File: config.mk
export PLATFORM = sky130hd
export DESIGN_NAME = udma_i2c_cmd_seq
export DESIGN_NICKNAME = d
export VERILOG_FILES = /design/src/rtl/udma_i2c_cmd_seq.sv
export SDC_FILE = /design/constraint.sdc
export NUM_CORES = 1
export LEC_CHECK = 0
export BUFFER_PORTS_ARGS = -buffer_cell sky130_fd_sc_hd__buf_2
export CAP_MARGIN = 20
export CORE_MARGIN = 2
export CORE_UTILIZATION = 30
export DETAILED_ROUTE_END_ITERATION = 10
export SYNTH_ARGS = -nofsm -noshare
export SYNTH_HDL_FRONTEND = slang
export SYNTH_SLANG_ARGS = --single-unit
File: constraint.sdc
create_clock -name clk_i -period 3.8 [get_ports clk_i]
set_clock_uncertainty 0.15 [all_clocks]
set_input_delay 0.76 -clock clk_i [delete_from_list [all_inputs] [get_ports clk_i]]
set_output_delay 0.76 -clock clk_i [all_outputs]
set_load 0.02 [all_outputs]
File: src/rtl/udma_i2c_cmd_seq.sv
// uDMA I2C command sequencer: fetches opcodes/arguments from the TX byte stream and drives the
// bit engine, returning read bytes on RX. Define I2C_CMD_RPT_EN to enable the RPT opcode.
module udma_i2c_cmd_seq #(
  parameter int unsigned          DIV_WIDTH = 16,
  parameter logic [DIV_WIDTH-1:0] DIV_RESET = 16'h0100
) (
  input  logic                 clk_i,
  input  logic                 rstn_i,
  input  logic                 cfg_do_rst_i,
  input  logic [7:0]           tx_data_i,
  input  logic                 tx_valid_i,
  output logic                 tx_ready_o,
  output logic [7:0]           rx_data_o,
  output logic                 rx_valid_o,
  input  logic                 rx_ready_i,
  output logic [2:0]           core_cmd_o,
  output logic [7:0]           core_data_o,
  output logic                 core_ack_o,
  output logic                 core_valid_o,
  input  logic                 core_ready_i,
  input  logic                 core_done_i,
  input  logic [7:0]           core_rdata_i,
  input  logic                 core_nack_i,
  input  logic                 core_al_i,
  output logic [DIV_WIDTH-1:0] clk_div_o,
  output logic                 status_busy_o,
  output logic                 status_al_o,
  output logic                 nack_o
);

  typedef enum logic [2:0] {
    StIdle, StArg1, StArg2, StIssue, StWaitDone, StPushRx, StAbort
  } state_e;

  localparam logic [3:0] OpStart  = 4'h0;
  localparam logic [3:0] OpStop   = 4'h2;
  localparam logic [3:0] OpRdAck  = 4'h4;
  localparam logic [3:0] OpRdNack = 4'h6;
  localparam logic [3:0] OpWr     = 4'h8;
  localparam logic [3:0] OpWait   = 4'hA;
  localparam logic [3:0] OpRpt    = 4'hC;
  localparam logic [3:0] OpCfg    = 4'hE;

  localparam logic [2:0] CmdStart = 3'd0;
  localparam logic [2:0] CmdStop  = 3'd1;
  localparam logic [2:0] CmdRead  = 3'd2;
  localparam logic [2:0] CmdWrite = 3'd3;
  localparam logic [2:0] CmdWait  = 3'd4;

  state_e               state_q, state_d;
  logic [3:0]           op_q, op_d;
  logic [2:0]           cmd_q, cmd_d;
  logic [7:0]           data_q, data_d;
  logic                 ack_q, ack_d;
  logic [7:0]           hi_q, hi_d;
  logic [DIV_WIDTH-1:0] div_q, div_d;
  logic [7:0]           rdata_q, rdata_d;
  logic                 al_q, al_d;
  logic                 nack_q, nack_d;
  logic                 rpt_more;
  state_e               rpt_next;

`ifdef I2C_CMD_RPT_EN
  logic [7:0] rpt_q, rpt_d;
  assign rpt_more = (rpt_q > 8'd1);
`else
  assign rpt_more = 1'b0;
`endif

  // A repeated WR must fetch a fresh data byte; other commands reissue as-is.
  assign rpt_next = !rpt_more ? StIdle : ((cmd_q == CmdWrite) ? StArg1 : StIssue);

  always_comb begin
    state_d      = state_q;
    op_d         = op_q;
    cmd_d        = cmd_q;
    data_d       = data_q;
    ack_d        = ack_q;
    hi_d         = hi_q;
    div_d        = div_q;
    rdata_d      = rdata_q;
    al_d         = 1'b0;
    nack_d       = 1'b0;
`ifdef I2C_CMD_RPT_EN
    rpt_d        = rpt_q;
`endif
    tx_ready_o   = 1'b0;
    core_valid_o = 1'b0;
    rx_valid_o   = 1'b0;

    unique case (state_q)
      StIdle: begin
        tx_ready_o = 1'b1;
        if (tx_valid_i) begin
          op_d = tx_data_i[7:4];
          case (tx_data_i[7:4])
            OpStart, OpStop: begin
              cmd_d   = (tx_data_i[7:4] == OpStart) ? CmdStart : CmdStop;
              state_d = StIssue;
`ifdef I2C_CMD_RPT_EN
              rpt_d   = 8'd0;
`endif
            end
            OpRdAck, OpRdNack: begin
              cmd_d   = CmdRead;
              ack_d   = (tx_data_i[7:4] == OpRdNack);
              state_d = StIssue;
            end
            OpWr: begin
              cmd_d   = CmdWrite;
              state_d = StArg1;
            end
            OpWait: begin
              cmd_d   = CmdWait;
              state_d = StArg1;
            end
`ifdef I2C_CMD_RPT_EN
            OpRpt: state_d = StArg1;
`endif
            OpCfg: begin
              state_d = StArg1;
`ifdef I2C_CMD_RPT_EN
              rpt_d   = 8'd0;
`endif
            end
            default: ;
          endcase
        end
      end
      StArg1: begin
        tx_ready_o = 1'b1;
        if (tx_valid_i) begin
          case (op_q)
            OpCfg: begin
              hi_d    = tx_data_i;
              state_d = StArg2;
            end
`ifdef I2C_CMD_RPT_EN
            OpRpt: begin
              rpt_d   = tx_data_i;
              state_d = StIdle;
            end
`endif
            default: begin
              data_d  = tx_data_i;
              state_d = StIssue;
            end
          endcase
        end
      end
      StArg2: begin
        tx_ready_o = 1'b1;
        if (tx_valid_i) begin
          div_d   = DIV_WIDTH'({hi_q, tx_data_i});
          state_d = StIdle;
        end
      end
      StIssue: begin
        core_valid_o = 1'b1;
        if (core_ready_i) state_d = StWaitDone;
      end
      StWaitDone: begin
        if (core_done_i) begin
          if (cmd_q == CmdRead) begin
            rdata_d = core_rdata_i;
            state_d = StPushRx;
          end else begin
            nack_d  = (cmd_q == CmdWrite) && core_nack_i;
            state_d = rpt_next;
`ifdef I2C_CMD_RPT_EN
            rpt_d   = rpt_more ? rpt_q - 8'd1 : 8'd0;
`endif
          end
        end
      end
      StPushRx: begin
        rx_valid_o = 1'b1;
        if (rx_ready_i) begin
          state_d = rpt_next;
`ifdef I2C_CMD_RPT_EN
          rpt_d   = rpt_more ? rpt_q - 8'd1 : 8'd0;
`endif
        end
      end
      StAbort: tx_ready_o = 1'b1;
      default: state_d = StIdle;
    endcase

    // Arbitration loss overrides everything, including a coincident completion.
    if (core_al_i) begin
      al_d    = 1'b1;
      nack_d  = 1'b0;
      rdata_d = rdata_q;
      state_d = StAbort;
`ifdef I2C_CMD_RPT_EN
      rpt_d   = 8'd0;
`endif
    end
  end

  always_ff @(posedge clk_i) begin
    if (!rstn_i || cfg_do_rst_i) begin
      state_q <= StIdle;
      op_q    <= 4'h0;
      cmd_q   <= 3'd0;
      data_q  <= 8'h00;
      ack_q   <= 1'b0;
      hi_q    <= 8'h00;
      div_q   <= DIV_RESET;
      rdata_q <= 8'h00;
      al_q    <= 1'b0;
      nack_q  <= 1'b0;
    end else begin
      state_q <= state_d;
      op_q    <= op_d;
      cmd_q   <= cmd_d;
      data_q  <= data_d;
      ack_q   <= ack_d;
      hi_q    <= hi_d;
      div_q   <= div_d;
      rdata_q <= rdata_d;
      al_q    <= al_d;
      nack_q  <= nack_d;
    end
  end

`ifdef I2C_CMD_RPT_EN
  always_ff @(posedge clk_i) begin
    if (!rstn_i || cfg_do_rst_i) rpt_q <= 8'd0;
    else                         rpt_q <= rpt_d;
  end
`endif

  assign core_cmd_o    = cmd_q;
  assign core_data_o   = data_q;
  assign core_ack_o    = ack_q;
  assign rx_data_o     = rdata_q;
  assign clk_div_o     = div_q;
  assign status_busy_o = (state_q != StIdle);
  assign status_al_o   = al_q;
  assign nack_o        = nack_q;

endmodule

==> qor.txt <==
CTS tree: done
Crit-path leading delay family: simple AND/OR/NAND/NOR gates
TritonRoute pass-1 iters: 4
Filler cells: 766
WL final: 5089 microns
Cts bufs inserted: 5
Slew Limit Fails: 0
Avg WL per Cell: 12.85 microns
Power per standard cell area: 394.0 mW/mm^2
Commonest non-fill, non-tap cells in the layout: buf_2, dfxtp_1, nand2_1
Yosys warns: 0
Post-cts sizing count: 0
Non-Filler Instances: 396
Max-Slew Margin vs Limit: 51.86%
Post-synth cell types: 39
F_max: 409.7 MHz
Synth Register Bits: 53
Final Hold Viols: 0
Tmin final: 2.441 ns
Post-CTS Setup Bufs: 0
Hold Crit Class: reg -> reg
Post-Synthesis Cells: 240
CP Capture Type: flip-flop
Worst r2r dst: rx_data_o[1]
Max-cap viol count: 0
CTS Hold Bufs: 0
Kind of critical path: reg -> reg
Remaining global-route overflow: 0
Gp weighted congestion: 0.7818
RSZ-0062 raised after global routing: no
Hold_ws: 0.3044 ns
Sequential share of the synthesized area: 48.68%
Final setup vio count: 0
Max VDD drop: 0.1762 mV
GRT Util Overall: 12.87%
First-pass GRT wire length: 7907 microns
Layout cells sized above 1: 27.95%
Mapped Area: 0.002180 sq mm
Critical path's slowest cell: dfxtp_1
Syn Area/Cell: 9.082 sq um
Leak pwr: 1.242 nW
Pin count of the biggest net entering global routing: 26
Initial Util: 30.54%
Critical Path RT: 3.84 ns
Total Power: 1.046 mW
Critical Path AT: 2.48 ns
Initial antenna violation count: 0
DIE WIDTH: 89.24 microns
Clock transition at path regs: 0.10 ns
Fin crit share: 64.23%
Core area: 0.007137 sq mm
Worst-Margin Slew: 0.7155 ns
Vias in the first global route: 1,633
Port bufs: 66
Net count, final: 321
Worst Path Buf+Inv: 0
Area delta synth->final: 21.81%
Syn Nets: 265
Most common cell after layout, fill and taps aside: buf_2
Root buf cell: clkbuf_8
Die height: 89.24 microns
Latest clock arrival within the worst-skew pair: 0.30 ns
Row count: 31
H-tree Lvls: 2
Peak fanout along the critical path: 14
Vias: 1,809
Clock sink count: 53
Ant diodes: 0
Setup slack, reg-to-reg: 1.36 ns
Outcome: completed
Longest Clk Path Bufs: 2
# DRC: 0
Hold Startpoint: hi_q[2]
DR vias/cell: 4.568
Total I/O pin count: 67
Final TNS setup: 0 ns
Post-DP HPWL: 3548 microns
Hold path endpoint: clk_div_o[10]
Detailed Route Iter0 Violations: 59
Die area: 0.007963 sq mm
Crit start category: flip-flop
Worst-path cell chain: or3b_4 > nor4b_4 > nand3b_1 > mux2i_1 > nor2_1
Final ANT Viol Nets: 0
Crit-path max cell delay: 0.58 ns
R2r worst-path depth: 5
FF-to-FF Start: state_q[2]
Placed Cells: 388
Worst hold stages: 2
## kinds of logic (layout without fill, tap and decap cells)
family          after synthesis  after routing  synth area share, %
mux                          26             26                11.94
simple gates                101            101                22.39
xor+xnor                      1              1               0.4019
buf+inv                      23             80                5.453
compound gates               36             36                11.14
flops                        53             53                48.68
## cell usage after synthesis
cell | instances | area share (%)
mux2i_1 | 26 | 12
a2bb2oi_1 | 1 | 0.40
xor2_1 | 1 | 0.40
buf_2 | 5 | 1.1
or3_4 | 1 | 0.52
and3_1 | 2 | 0.57
o221ai_1 | 1 | 0.40
nor4b_1 | 1 | 0.40
nor2_4 | 1 | 0.52
or3b_4 | 1 | 0.52
nor2b_1 | 1 | 0.29
dfxtp_1 | 53 | 49
nand3b_1 | 1 | 0.34
nor4_1 | 3 | 0.86
nand3_1 | 2 | 0.46
and4b_1 | 1 | 0.46
a211oi_1 | 5 | 1.7
clkbuf_1 | 8 | 1.4
nor2_1 | 32 | 5.5
a21oi_1 | 22 | 5.1
inv_1 | 5 | 0.86
nor3_2 | 1 | 0.46
nor3b_1 | 1 | 0.34
and3b_2 | 1 | 0.46
nand2b_1 | 2 | 0.57
or4b_1 | 1 | 0.46
and2_1 | 1 | 0.29
buf_4 | 3 | 1.0
o311ai_4 | 1 | 1.2
buf_6 | 2 | 1.0
o31ai_1 | 1 | 0.34
nand2_1 | 45 | 7.7
nor3_1 | 1 | 0.23
o21ai_0 | 1 | 0.23
a22oi_1 | 2 | 0.69
nand4_1 | 1 | 0.29
o32ai_1 | 1 | 0.40
a2111oi_2 | 1 | 0.69
nor4b_4 | 1 | 1.1
## state kept, by name, indices dropped and copies added, names as in the netlist
name,cells
nack_o,1
state_q,3
op_q,4
rx_data_o,8
core_cmd_o,3
status_al_o,1
hi_q,8
core_data_o,8
clk_div_o,16
core_ack_o,1
## tightest hold or removal path, cell delays in order (launching register included)
cell	delay, ns
dfxtp_1	0.32
nand2_1	0.05
a21oi_1	0.05
## how the worst max path moves through the flow
stage / to / start / cells past startpoint / slack [ns]
6_report: rx_data_o[1] / state_q[2] / 5 / 1.36
5_1_grt: rx_data_o[0] / state_q[2] / 5 / 1.16
4_1_cts: rx_data_o[1] / state_q[2] / 5 / 1.35
3_5_place_dp: rx_data_o[1] / state_q[2] / 5 / 1.35
3_3_place_gp: rx_data_o[5] / state_q[2] / 5 / 1.40
2_1_floorplan: state_q[0] / tx_data_i[7] / 5 / 1.66
## through the flow
step	setup slack, ns	cell area [sq um]	util (%)
2_1_floorplan	1.657	2180	-
3_3_place_gp	1.395	2544	35.64
3_5_place_dp	1.349	2544	35.64
4_1_cts	1.345	2655	37.20
5_1_grt	1.163	2655	37.20
6_report	1.359	2655	37.20
## area by class of cell
| type | count | area (sq um) | share of cell area, % |
|---|---|---|---|
| Sequential cell | 53 | 1061 | 39.96 |
| Multi-Input combinational cell | 164 | 1002 | 37.75 |
| Timing Repair Buffer | 67 | 337.8 | 12.72 |
| Tap cell | 99 | 123.9 | 4.665 |
| Clock buffer | 6 | 72.57 | 2.733 |
| Clock inverter | 2 | 38.79 | 1.461 |
| Inverter | 5 | 18.77 | 0.7069 |
## report_power, final
group | switching [mW] | leakage, nW | internal, mW
registers | 0.00831 | 0.428 | 0.561
logic | 0.0596 | 0.759 | 0.0353
clock network | 0.184 | 0.0554 | 0.198
## routing by layer
layer	wire length [microns]	track usage, %	share of wire [%]
met1	2418	16.96	48
met2	2313	20.88	45
met3	286	3.324	5.6
met4	71	3.664	1.4
met5	0	0	0
Power figures use the tool's default switching activity.
